--- config.mk ---
export PLATFORM = sky130hd
export DESIGN_NAME = lif_ring_network
export DESIGN_NICKNAME = d
export VERILOG_FILES = /design/src/rtl/lif_ring_network.sv
export SDC_FILE = /design/constraint.sdc
export NUM_CORES = 1
export LEC_CHECK = 0
export ABC_AREA = 0
export BUFFER_PORTS_ARGS = -buffer_cell sky130_fd_sc_hd__buf_2
export CAP_MARGIN = 10
export CORE_MARGIN = 8
export CORE_UTILIZATION = 45
export CTS_BUF_LIST = sky130_fd_sc_hd__clkbuf_4
export DETAILED_ROUTE_END_ITERATION = 6
export SETUP_SLACK_MARGIN = 0.5
export SLEW_MARGIN = 10
export SYNTH_ARGS = -nofsm -noshare
export SYNTH_HDL_FRONTEND = slang
export SYNTH_SLANG_ARGS = --single-unit
--- constraint.sdc ---
create_clock -name clk -period 14.4 [get_ports clk]
set_input_delay 0.72 -clock clk [delete_from_list [all_inputs] [get_ports clk]]
set_output_delay 0.72 -clock clk [all_outputs]
set_load 0.01 [all_outputs]
--- src/rtl/lif_ring_network.sv ---
// lif_ring_network: N leaky integrate-and-fire neurons in a unidirectional ring.
// Neuron i is driven by the registered spike of neuron (i-1) mod N through
// a programmable weight w[i]. Refractory periods plus the one-cycle synaptic
// hop let a single injected spike circulate.
//
// Ports:
//   clk, rst_n            clock (rising edge), async active-low reset
//   ena                   update enable; 0 freezes state and clears spikes
//   threshold             shared firing threshold
//   ext_stim[N]           per-neuron bias current enable
//   cfg_we/addr/data      weight write port (w[cfg_addr] <= cfg_data)
//   spike_out[N]          registered one-cycle spike pulses
//   spike_any             registered OR of the spikes
//   spike_count           wrapping count of neuron-0 spikes
//
// Optional macro LIF_INHIBIT_EN: weights become two's-complement signed
// (inhibitory when negative) and the membrane clamps at 0 from below.

module lif_neuron #(
    parameter int V_WIDTH        = 8,
    parameter int W_WIDTH        = 8,
    parameter int LEAK_SHIFT     = 3,
    parameter int BIAS           = 16,
    parameter int REFRACT_CYCLES = 2
) (
    input  logic               clk,
    input  logic               rst_n,
    input  logic               ena,
    input  logic [V_WIDTH-1:0] threshold,
    input  logic               stim,
    input  logic               pre,
    input  logic [W_WIDTH-1:0] weight,
    output logic               fire,
    output logic               spike
);
    localparam int RC_W = $clog2(REFRACT_CYCLES + 1);

    typedef enum logic {INTEGRATE, REFRACT} state_t;

    state_t             state, state_next;
    logic [V_WIDTH-1:0] v, v_next, v_sat, leak;
    logic [RC_W-1:0]    rcnt, rcnt_next;

    assign leak = v >> LEAK_SHIFT;

`ifdef LIF_INHIBIT_EN
    // Extra headroom bit so the sign survives; arithmetic is modular, the
    // top bit tells us the result went negative.
    localparam int SUM_W = V_WIDTH + 3;
    logic [SUM_W-1:0] sum;
    always_comb begin
        sum = {3'b000, v} - {3'b000, leak}
            + (stim ? SUM_W'(BIAS) : SUM_W'(0))
            + (pre ? SUM_W'($signed(weight)) : SUM_W'(0));
        if (sum[SUM_W-1])
            v_sat = '0;
        else if (|sum[SUM_W-2:V_WIDTH])
            v_sat = '1;
        else
            v_sat = sum[V_WIDTH-1:0];
    end
`else
    localparam int SUM_W = V_WIDTH + 2;
    logic [SUM_W-1:0] sum;
    always_comb begin
        sum = {2'b00, v} - {2'b00, leak}
            + (stim ? SUM_W'(BIAS) : SUM_W'(0))
            + (pre ? SUM_W'(weight) : SUM_W'(0));
        v_sat = (|sum[SUM_W-1:V_WIDTH]) ? '1 : sum[V_WIDTH-1:0];
    end
`endif

    always_comb begin
        state_next = state;
        v_next     = v;
        rcnt_next  = rcnt;
        fire       = 1'b0;
        if (ena) begin
            case (state)
                INTEGRATE: begin
                    if (v_sat >= threshold) begin
                        fire       = 1'b1;
                        v_next     = '0;
                        rcnt_next  = RC_W'(REFRACT_CYCLES);
                        state_next = REFRACT;
                    end else begin
                        v_next = v_sat;
                    end
                end
                REFRACT: begin
                    v_next    = '0;
                    rcnt_next = rcnt - 1'b1;
                    // Last ignored edge; the following edge integrates.
                    if (rcnt == RC_W'(1))
                        state_next = INTEGRATE;
                end
                default: state_next = INTEGRATE;
            endcase
        end
    end

    // fire is already gated by ena, so a disabled edge clears the spike.
    always_ff @(posedge clk or negedge rst_n) begin
        if (!rst_n) begin
            state <= INTEGRATE;
            v     <= '0;
            rcnt  <= '0;
            spike <= 1'b0;
        end else begin
            state <= state_next;
            v     <= v_next;
            rcnt  <= rcnt_next;
            spike <= fire;
        end
    end
endmodule

module lif_ring_network #(
    parameter int N_NEURONS      = 4,
    parameter int V_WIDTH        = 8,
    parameter int W_WIDTH        = 8,
    parameter int LEAK_SHIFT     = 3,
    parameter int BIAS           = 16,
    parameter int REFRACT_CYCLES = 2,
    parameter int WEIGHT_INIT    = 0,
    parameter int CNT_WIDTH      = 16
) (
    input  logic                 clk,
    input  logic                 rst_n,
    input  logic                 ena,
    input  logic [V_WIDTH-1:0]   threshold,
    input  logic [N_NEURONS-1:0] ext_stim,
    input  logic                 cfg_we,
    input  logic [2:0]           cfg_addr,
    input  logic [W_WIDTH-1:0]   cfg_data,
    output logic [N_NEURONS-1:0] spike_out,
    output logic                 spike_any,
    output logic [CNT_WIDTH-1:0] spike_count
);
    logic [N_NEURONS-1:0][W_WIDTH-1:0] w;
    logic [N_NEURONS-1:0]              fire;

    // Writes ignore ena; out-of-range addresses match no entry.
    always_ff @(posedge clk or negedge rst_n) begin
        if (!rst_n) begin
            for (int i = 0; i < N_NEURONS; i++)
                w[i] <= W_WIDTH'(WEIGHT_INIT);
        end else begin
            for (int i = 0; i < N_NEURONS; i++)
                if (cfg_we && cfg_addr == 3'(i))
                    w[i] <= cfg_data;
        end
    end

    for (genvar i = 0; i < N_NEURONS; i++) begin : g_neuron
        lif_neuron #(
            .V_WIDTH       (V_WIDTH),
            .W_WIDTH       (W_WIDTH),
            .LEAK_SHIFT    (LEAK_SHIFT),
            .BIAS          (BIAS),
            .REFRACT_CYCLES(REFRACT_CYCLES)
        ) u_neuron (
            .clk      (clk),
            .rst_n    (rst_n),
            .ena      (ena),
            .threshold(threshold),
            .stim     (ext_stim[i]),
            .pre      (spike_out[(i + N_NEURONS - 1) % N_NEURONS]),
            .weight   (w[i]),
            .fire     (fire[i]),
            .spike    (spike_out[i])
        );
    end

    // Derived from this edge's fire decisions so it lines up with spike_out.
    always_ff @(posedge clk or negedge rst_n) begin
        if (!rst_n) begin
            spike_any   <= 1'b0;
            spike_count <= '0;
        end else begin
            spike_any   <= |fire;
            spike_count <= spike_count + CNT_WIDTH'(fire[0]);
        end
    end
endmodule

After elaboration in Yosys (flattened, before gate mapping)

Index checks and enable logic that the tools add are counted.
Widths: inputs -> output; s select.

Reduce and logical (&&, ||, !) cells: 14
Mux-type cells: 48
$mul: 0
Add/subtract/negate cells: 17
Equality and inequality tests: 11
Order comparisons: 4
Shifts and indexed selects: 0
Bitwise logic cells: 4
Divide/modulo/power cells: 0

Operators by type and width:

| operator            | count |
|---|---|
| $mux 8              | 12 |
| $add 10x10->10      | 8 |
| $pmux 8 s2          | 4 |
| $sub 8x5->9         | 4 |
| $ge 8x8->1          | 4 |
| $mux 5              | 4 |
| $add 16x1->16       | 1 |
| $mux 1              | 16 |
| $pmux 2 s2          | 4 |
| $eq 2x1->1 const B  | 4 |
| $mux 2              | 4 |
| $ne 2x1->1 const B  | 4 |
| $pmux 1 s2          | 4 |
| $reduce_and 2->1    | 4 |
| $reduce_or 2->1     | 4 |
| $sub 2x1->2 const B | 4 |
| $eq 3x2->1 const B  | 2 |
| $logic_and 1x1->1   | 4 |
| $not 1->1           | 4 |
| $reduce_or 4->1     | 1 |
| $eq 3x1->1 const B  | 1 |
| $logic_not 3->1     | 1 |

Bits in writable memories: 0
Memory bits (read-only): 0
Memories kept: 0
Logic and storage cells: 120
Output and inout bits: 21
Bits of input ports: 27
Register bits: 97
Bits in latches: 0

Logic depth before layout (Yosys ltp)

Gate-level depths: netlist of run 1.

Depth in word-level cells: 10
Mapped depth: 32
Gate-level depth less buffers: 31

Modules after synthesis

From an unflattened synthesis of run 1, not the netlist that was laid out.

Cells, all modules: 807
Area, all modules: 8006.4 um2

Modules (own cells, without submodules):

| module           | area an instance (um2) | times used | cells an instance |
|---|---|---|---|
| lif_neuron       | 1512.7                 | 4          | 169 |
| lif_ring_network | 1955.6                 | 1          | 131 |

Worst setup path after synthesis of run 1

Ideal clock, no wire load.

Kind: register to register
From: register g_neuron[0].u_neuron.v[3]
To: register spike_count[13]
Arrival: 5260 ps
Buffers on the path: 1
Cell stages (with the launch flop): 29
Slack: 9015 ps
Clock period less this slack: 5385 ps
Library setup time: 125 ps
Path through: dfrtp_1 ha_1 fa_1 nor2b_1 o21ai_0 a21o_1 fa_1 inv_1 ha_1 o21ai_0 o211ai_1 nand3_1 nor2b_1 nor4bb_1 buf_2 o21ai_0 ha_1 a41o_1 a21oi_1 o21ai_0 a21oi_1 nor3_1 ha_1 nand3_1 nor2_1 nand3_1 nor2_1 nand3_1 xnor2_1

Word-level cells in the longest chain between the ends: 10

RTL lines:

| item                          | RTL line | source |
|---|---|---|
| from (decl)                   | 41       | `logic [V_WIDTH-1:0] v, v_next, v_sat, leak;` |
| from (signal assigned)        | 111      | `v <= v_next;` |
| $sub 8x5->9 *                 | 66       | `sum = {2'b00, v} - {2'b00, leak}` |
| $add 10x10->10 *              | 67       | `+ (stim ? SUM_W'(BIAS) : SUM_W'(0))` |
| $add 10x10->10 *              | 68       | `+ (pre ? SUM_W'(weight) : SUM_W'(0));` |
| $reduce_or 2->1               | 69       | `v_sat = (\|sum[SUM_W-1:V_WIDTH]) ? '1 : sum[V_WIDTH-1:0];` |
| $mux 8 *                      | 69       |  |
| $ge 8x8->1 *                  | 81       | `if (v_sat >= threshold) begin` |
| $mux 1 *                      | 81       |  |
| $mux 1 *                      | 79       | `case (state)` |
| $mux 1 *                      | 78       | `if (ena) begin` |
| via g_neuron[0].u_neuron.fire | 33       | `output logic fire,` |
| $add 16x1->16 *               | 182      | `spike_count <= spike_count + CNT_WIDTH'(fire[0]);` |
| to (signal assigned)          | 182      |  |
| to (decl)                     | 138      | `output logic [CNT_WIDTH-1:0] spike_count` |

Mark *: on every way through the listed nets, which the timed path passes. The rest lies on a longest branch.
A chain may end at the register's enable or synchronous reset.

Worst setup path in the final report of run 1

From: register g_neuron[0].u_neuron.v[4]
To: register spike_count[12]

Same word-level chain as after synthesis.

==> reports/metrics.yaml, run 1 <==
status: "finished, final reports clean"
final_cells: 1049
gr-usage-met3_pct: 2.97
grt.busiest_layer: "met2"
syn_nets: 934
tightestPinTransition_ns: 0.878
maxCapViolations: 0
critical_path_buf_inv_count: 1
die_area_um2: 21400
cts_tree: "done"
timing.rr.start: "g_neuron[0].u_neuron.v[4]"
synthTopCellsByArea: "dfrtp_1 (32%), ha_1 (19%), mux2_2 (4.9%), xnor2_1 (4.2%), inv_1 (3.4%)"
critical_path.top_delay_family: "simple AND/OR/NAND/NOR gates"
ctsResizeCount: 0
cp_slowest_stage_delay_ns: 0.59
clk_pin_slew_ns: 0.18
fin_ws_ns: 7.86
critPathRequiredTime_ns: 14.77
grt_overflow: 0
critPathSlowestCell: "nor4bb_1"
max_freq_mhz: 153
cp-end-kind: "register"
yosysUniqueCellTypes: 60
die_h_um: 146
syn_inst: 776
antenna_cells: 0
yosys.area.top_type: "dfrtp_1"
finalSetupViolCount: 0
yosys_warnings: 0
cts-root-buf: "clkbuf_4"
vias: 5758
gp_congestion: 0.893
num-nets-final: 982
path_class: "reg -> reg"
cts_hold_buf: 0
synth_seq_cells: 97
h-tree-depth: 3
grt_max_degree: 58
worstSkewPairLatency_ns: 0.48
grt_pass1_wl_um: 28900
synth-edff-count: 0
yosysMostFrequentCell: "ha_1"
worstPathMaxFanout: 5
grt_pass1_vias: 5914
first_pass_iters: 6
post-route-period-util_pct: 45.4
ys_seq_area_share_pct: 31.8
yosysTopAreaCellShare_pct: 31.8
synth_area_per_cell_um2: 9.85
rsz0062_at_grt: "no"
synthTopCellsByCount: "ha_1 (119), dfrtp_1 (97), inv_1 (69)"
grtUsageTotal_pct: 16.5
setup-tns-final_ns: 0
antenna_found_initial: 0
vias_per_cell: 5.49
hold_path.class: "in -> async"
finalWirelength_um: 17400
synthToLayoutAreaGrowth_pct: 7.81
drv_slew: 0
ant_nets: 0
synthArstFlopShare_pct: 100
drtIter0Drc: 307
hpwl_um: 14000
crit_path_start_kind: "register"
start_util_pct: 46.1
pre_cts_slack_ns: 7.43
crit_top_cell: "ha_1"
grtUsageMet1_pct: 21.7
period_needed_ns: 6.54
ff2ff_setup_slack_ns: 7.86
ioPinCount: 48
rr_worst_depth: 31
slew_headroom_pct: 41.3
syn_area_um2: 7640
r2r-end: "spike_count[12]"
rows: 47
io_buffers: 47
synth_ff_type: "dfrtp_1"
fin_skew_ns: 0.0297
core_area_um2: 16600
final_hold_viol_count: 0
post-cts-setup-buffers: 0
post_drt_wl_per_cell_um: 16.5
drive_gt1_share_pct: 13.3
dp.cells: 1032
cts_buffers: 9
die_w_um: 146
arrival_ns: 6.91
cts.sinks: 97
clk_path_buf_depth: 2
use_met2_pct: 26.8
detail_route.drc_violations: 0
[through the flow]
step           utilization [%]  hold slack, ns  cell area, um2
2_1_floorplan                -           0.424            7640
3_3_place_gp              48.9           0.466            8110
3_5_place_dp              48.9           0.480            8110
4_1_cts                   49.6           0.182            8230
5_1_grt                   49.7           0.190            8240
6_report                  49.7           0.193            8240
[logic make-up after synthesis]
family,synth area share [%]
AO/OA/AOI/OAI,15.4
XOR/XNOR,6.19
adder cells (fa/ha/maj),22.6
buffers and inverters,4.34
flip-flops,31.8
multiplexers,5.39
AND/OR/NAND/NOR,14.3
[layout make-up]
cell class                 count  area [um2]
clock inverter                 6        50.0
timing repair buffer          51         265
inverter                      70         263
clock buffer                  10        75.1
sequential                    97        2430
tap                          220         275
multi-input combinational    595        4880
fill                        1559        8350
[registers in the layout, summed over array words and instances, names as in the netlist]
register	flops
g_neuron.u_neuron.state	4
g_neuron.u_neuron.rcnt	8
g_neuron.u_neuron.spike	4
spike_any	1
w	32
g_neuron.u_neuron.v	32
spike_count	16
[worst max-delay path by stage]
stage,from,endpoint,slack [ns],cells past startpoint
final,g_neuron[0].u_neuron.v[4],spike_count[12],7.86,31
after CTS,g_neuron[0].u_neuron.v[4],spike_count[12],7.36,31
after global routing,g_neuron[0].u_neuron.v[4],spike_count[12],7.21,31
after global placement,g_neuron[0].u_neuron.v[3],spike_count[15],7.84,27
after floorplan,g_neuron[0].u_neuron.v[3],spike_count[13],9.01,28
after detailed placement,g_neuron[0].u_neuron.v[4],spike_count[13],7.43,30
[layout by cell type (no fill, tap or decap), types with 5 or more instances in the layout]
cell / synthesis / layout
a211oi_1: 13 / 13
a21o_1: 27 / 27
a21oi_1: 24 / 24
a221o_1: 9 / 9
a22o_1: 8 / 8
a31oi_1: 6 / 6
and2_1: 30 / 30
buf_2: 1 / 46
clkbuf_4: 0 / 10
dfrtp_1: 97 / 97
fa_1: 12 / 12
ha_1: 119 / 119
inv_1: 69 / 69
mux2_2: 33 / 33
nand2_1: 43 / 43
nand2b_1: 20 / 20
nand3_1: 11 / 11
nand4_1: 5 / 5
nor2_1: 49 / 49
nor2b_1: 22 / 22
nor3_1: 12 / 12
o21a_1: 10 / 10
o21ai_0: 27 / 27
o22ai_1: 7 / 7
xnor2_1: 37 / 37
xor2_1: 17 / 17
[layer usage]
metal  routed length, um  vias to the layer above
li1                    -                     2844
met1                8270                     2775
met2                8060                      114
met3                 687                       25
met4                 331                        0
met5                   0                        -
Power of run 1 is left out: the tool's default activity adds up to more than one toggle a clock period on the data nets, which glitch-free logic cannot reach.
==> inputs of run 2 (changes only) <==
- clock period: 14.4 -> 6.45 ns (I/O delays scaled with it)
==> run 2 against run 1 <==
Cell area is 2.8% higher. Register-to-register slack got worse by 7.1 ns. Count of clock-buffer cells in the layout did not move. Critical path type unchanged. Sequential share of layout area decreased by 0.80 points. Hold slack worse by 0.025 ns. Critical path depth is 2 lower. Worst setup slack got worse by 7.1 ns. Critical endpoint unchanged. Via count up 0.30%. Cell count up 1.2%. Non-clock buffer count rose by 13. Global-route usage increased by 0.070 points. First-iteration DRC count shrank 24%.
==> reports/metrics.yaml, run 2 (synthesized netlist as in run 1, its figures left out) <==
slew_headroom_pct: 40.0  # was 41.3%
cts_buffers: 9  # unchanged
finalSetupViolCount: 0  # unchanged
period_needed_ns: 5.66  # was 6.54 ns
grt_pass1_wl_um: 28900  # about the same
ff2ff_setup_slack_ns: 0.79  # was 7.86 ns
grtUsageTotal_pct: 16.6  # was 16.5%
cts-root-buf: "clkbuf_4"  # unchanged
grt_overflow: 0  # unchanged
final_hold_viol_count: 0  # unchanged
min_path_cells: 2
ant_nets: 0  # unchanged
rows: 47  # unchanged
ioPinCount: 48  # unchanged
h-tree-depth: 3  # unchanged
crit_path_start_kind: "register"  # unchanged
nFillCells: 1547  # was 1559
post_drt_wl_per_cell_um: 16.8  # was 16.5 um
hp-start: "cfg_data[2]"
layout.cells.most_common: "ha_1"  # unchanged
antenna_found_initial: 0  # unchanged
arrival_ns: 6.04  # was 6.91 ns
first_pass_iters: 4  # was 6
cp-end-kind: "register"  # unchanged
cp_slowest_stage_delay_ns: 0.47  # was 0.59 ns
worstSkewPairLatency_ns: 0.47  # was 0.48 ns
multi_input_area_um2: 4990  # was 4880 um2
die_area_um2: 21400  # unchanged
worstPathMaxFanout: 8  # was 5
start_util_pct: 46.1  # unchanged
critPathSlowestCell: "fa_1"  # was nor4bb_1
grt_pass1_vias: 5880  # was 5914
rr_worst_depth: 29  # was 31
drive_gt1_share_pct: 16.7  # was 13.3%
vias: 5775  # was 5758
drtIter0Drc: 232  # was 307
cts_tree: "done"  # unchanged
die_h_um: 146  # unchanged
grt_max_degree: 71  # was 58
place_area_um2: 8130  # was 8110 um2
drv_slew: 0  # unchanged
tightestPinTransition_ns: 0.901  # was 0.878 ns
cts.sinks: 97  # unchanged
holdPathEnd: "w[10]"
setup-tns-final_ns: 0  # unchanged
fin_skew_ns: 0.0154  # was 0.0297 ns
finalWirelength_um: 17800  # was 17400 um
max_freq_mhz: 177  # was 153 MHz
critPathRequiredTime_ns: 6.83  # was 14.77 ns
post-route-period-util_pct: 87.8  # was 45.4%
hpwl_um: 14100  # was 14000 um
r2r-end: "spike_count[12]"  # unchanged
io_buffers: 47  # unchanged
path_class: "reg -> reg"  # unchanged
status: "finished, final reports clean"  # unchanged
core_area_um2: 16600  # unchanged
timing.rr.start: "g_neuron[0].u_neuron.v[3]"  # was g_neuron[0].u_neuron.v[4]
num-nets-final: 995  # was 982
rsz0062_at_grt: "yes"  # was no
gp_congestion: 0.873  # was 0.893
synthToLayoutAreaGrowth_pct: 10.9  # was 7.81%
clk_pin_slew_ns: 0.16  # was 0.18 ns
antenna_cells: 0  # unchanged
vias_per_cell: 5.44  # was 5.49
clk_path_buf_depth: 2  # unchanged
top_regs: "g_neuron.u_neuron.v x32, w x32, spike_count x16"  # unchanged
final-seq-area_um2: 2430  # about the same
crit_top_cell: "ha_1"  # unchanged
detail_route.drc_violations: 0  # unchanged
maxCapViolations: 0  # unchanged
final_area_um2: 8470  # was 8240 um2
die_w_um: 146  # unchanged
hold_path.class: "in -> reg"  # was in -> async
final_cell_mix: "ha_1 (114), dfrtp_1 (96), inv_1 (69)"  # was ha_1 (119), dfrtp_1 (97), inv_1 (69)
-- run 2: worst max-delay path by stage --
stage / start / to / slack, ns / cells past startpoint
global route: g_neuron[0].u_neuron.v[3] / spike_count[12] / 0.43 / 29
detailed placement: g_neuron[0].u_neuron.v[3] / spike_count[15] / 0.26 / 28
global placement: g_neuron[0].u_neuron.v[3] / spike_count[15] / 0.50 / 28
CTS: g_neuron[0].u_neuron.v[3] / spike_count[13] / 0.51 / 28
finish: g_neuron[0].u_neuron.v[3] / spike_count[12] / 0.79 / 29
floorplan: g_neuron[0].u_neuron.v[3] / spike_count[13] / 1.06 / 28
-- run 2: layout make-up --
cell class / instances / share of cell area [%]
clock inverter: 6 / 0.886
tap: 220 / 3.25
timing repair buffer: 64 / 4.34
multi-input combinational: 595 / 58.9
clock buffer: 10 / 0.886
inverter: 70 / 3.10
sequential: 97 / 28.7
-- run 2: routing by layer --
layer	GRT usage (%)	vias to the layer above	routed length (um)
li1	-	2874	-
met1	21.6	2777	8430
met2	27.3	104	8400
met3	3.43	20	716
met4	4.53	0	248
met5	0	-	0
-- run 2: repair_timing --
action                                  4_1_cts  5_1_grt
hold buffers                                  1        0
endpoints found under the setup margin        8       23
pin swaps                                     1       11
resized for setup                             2       26
setup buffers                                 1        9
hold endpoints to repair                     27        0
-- run 2: through the flow --
step / setup WS (ns) / hold WS [ns] / instances / util [%]
2_1_floorplan: 1.06 / 0.0269 / 776 / -
3_3_place_gp: 0.502 / 0.252 / 1035 / 49.0
3_5_place_dp: 0.258 / 0.257 / 1035 / 49.0
4_1_cts: 0.514 / 0.127 / 1053 / 50.1
5_1_grt: 0.426 / 0.127 / 1062 / 51.1
6_report: 0.785 / 0.169 / 1062 / 51.1
-- run 2: critical path, delay by kind of cell (launching register included) --
| kind | cells | cell delay, ns |
|---|---|---|
| adders and majority gates | 7 | 2.14 |
| and+or+nand+nor | 11 | 1.48 |
| AOI/OAI and AO/OA | 8 | 1.14 |
| DFF | 1 | 0.43 |
| buffers and inverters | 2 | 0.24 |
| xor gates and xnor gates | 1 | 0.12 |
Power of run 2 is left out for the same reason.
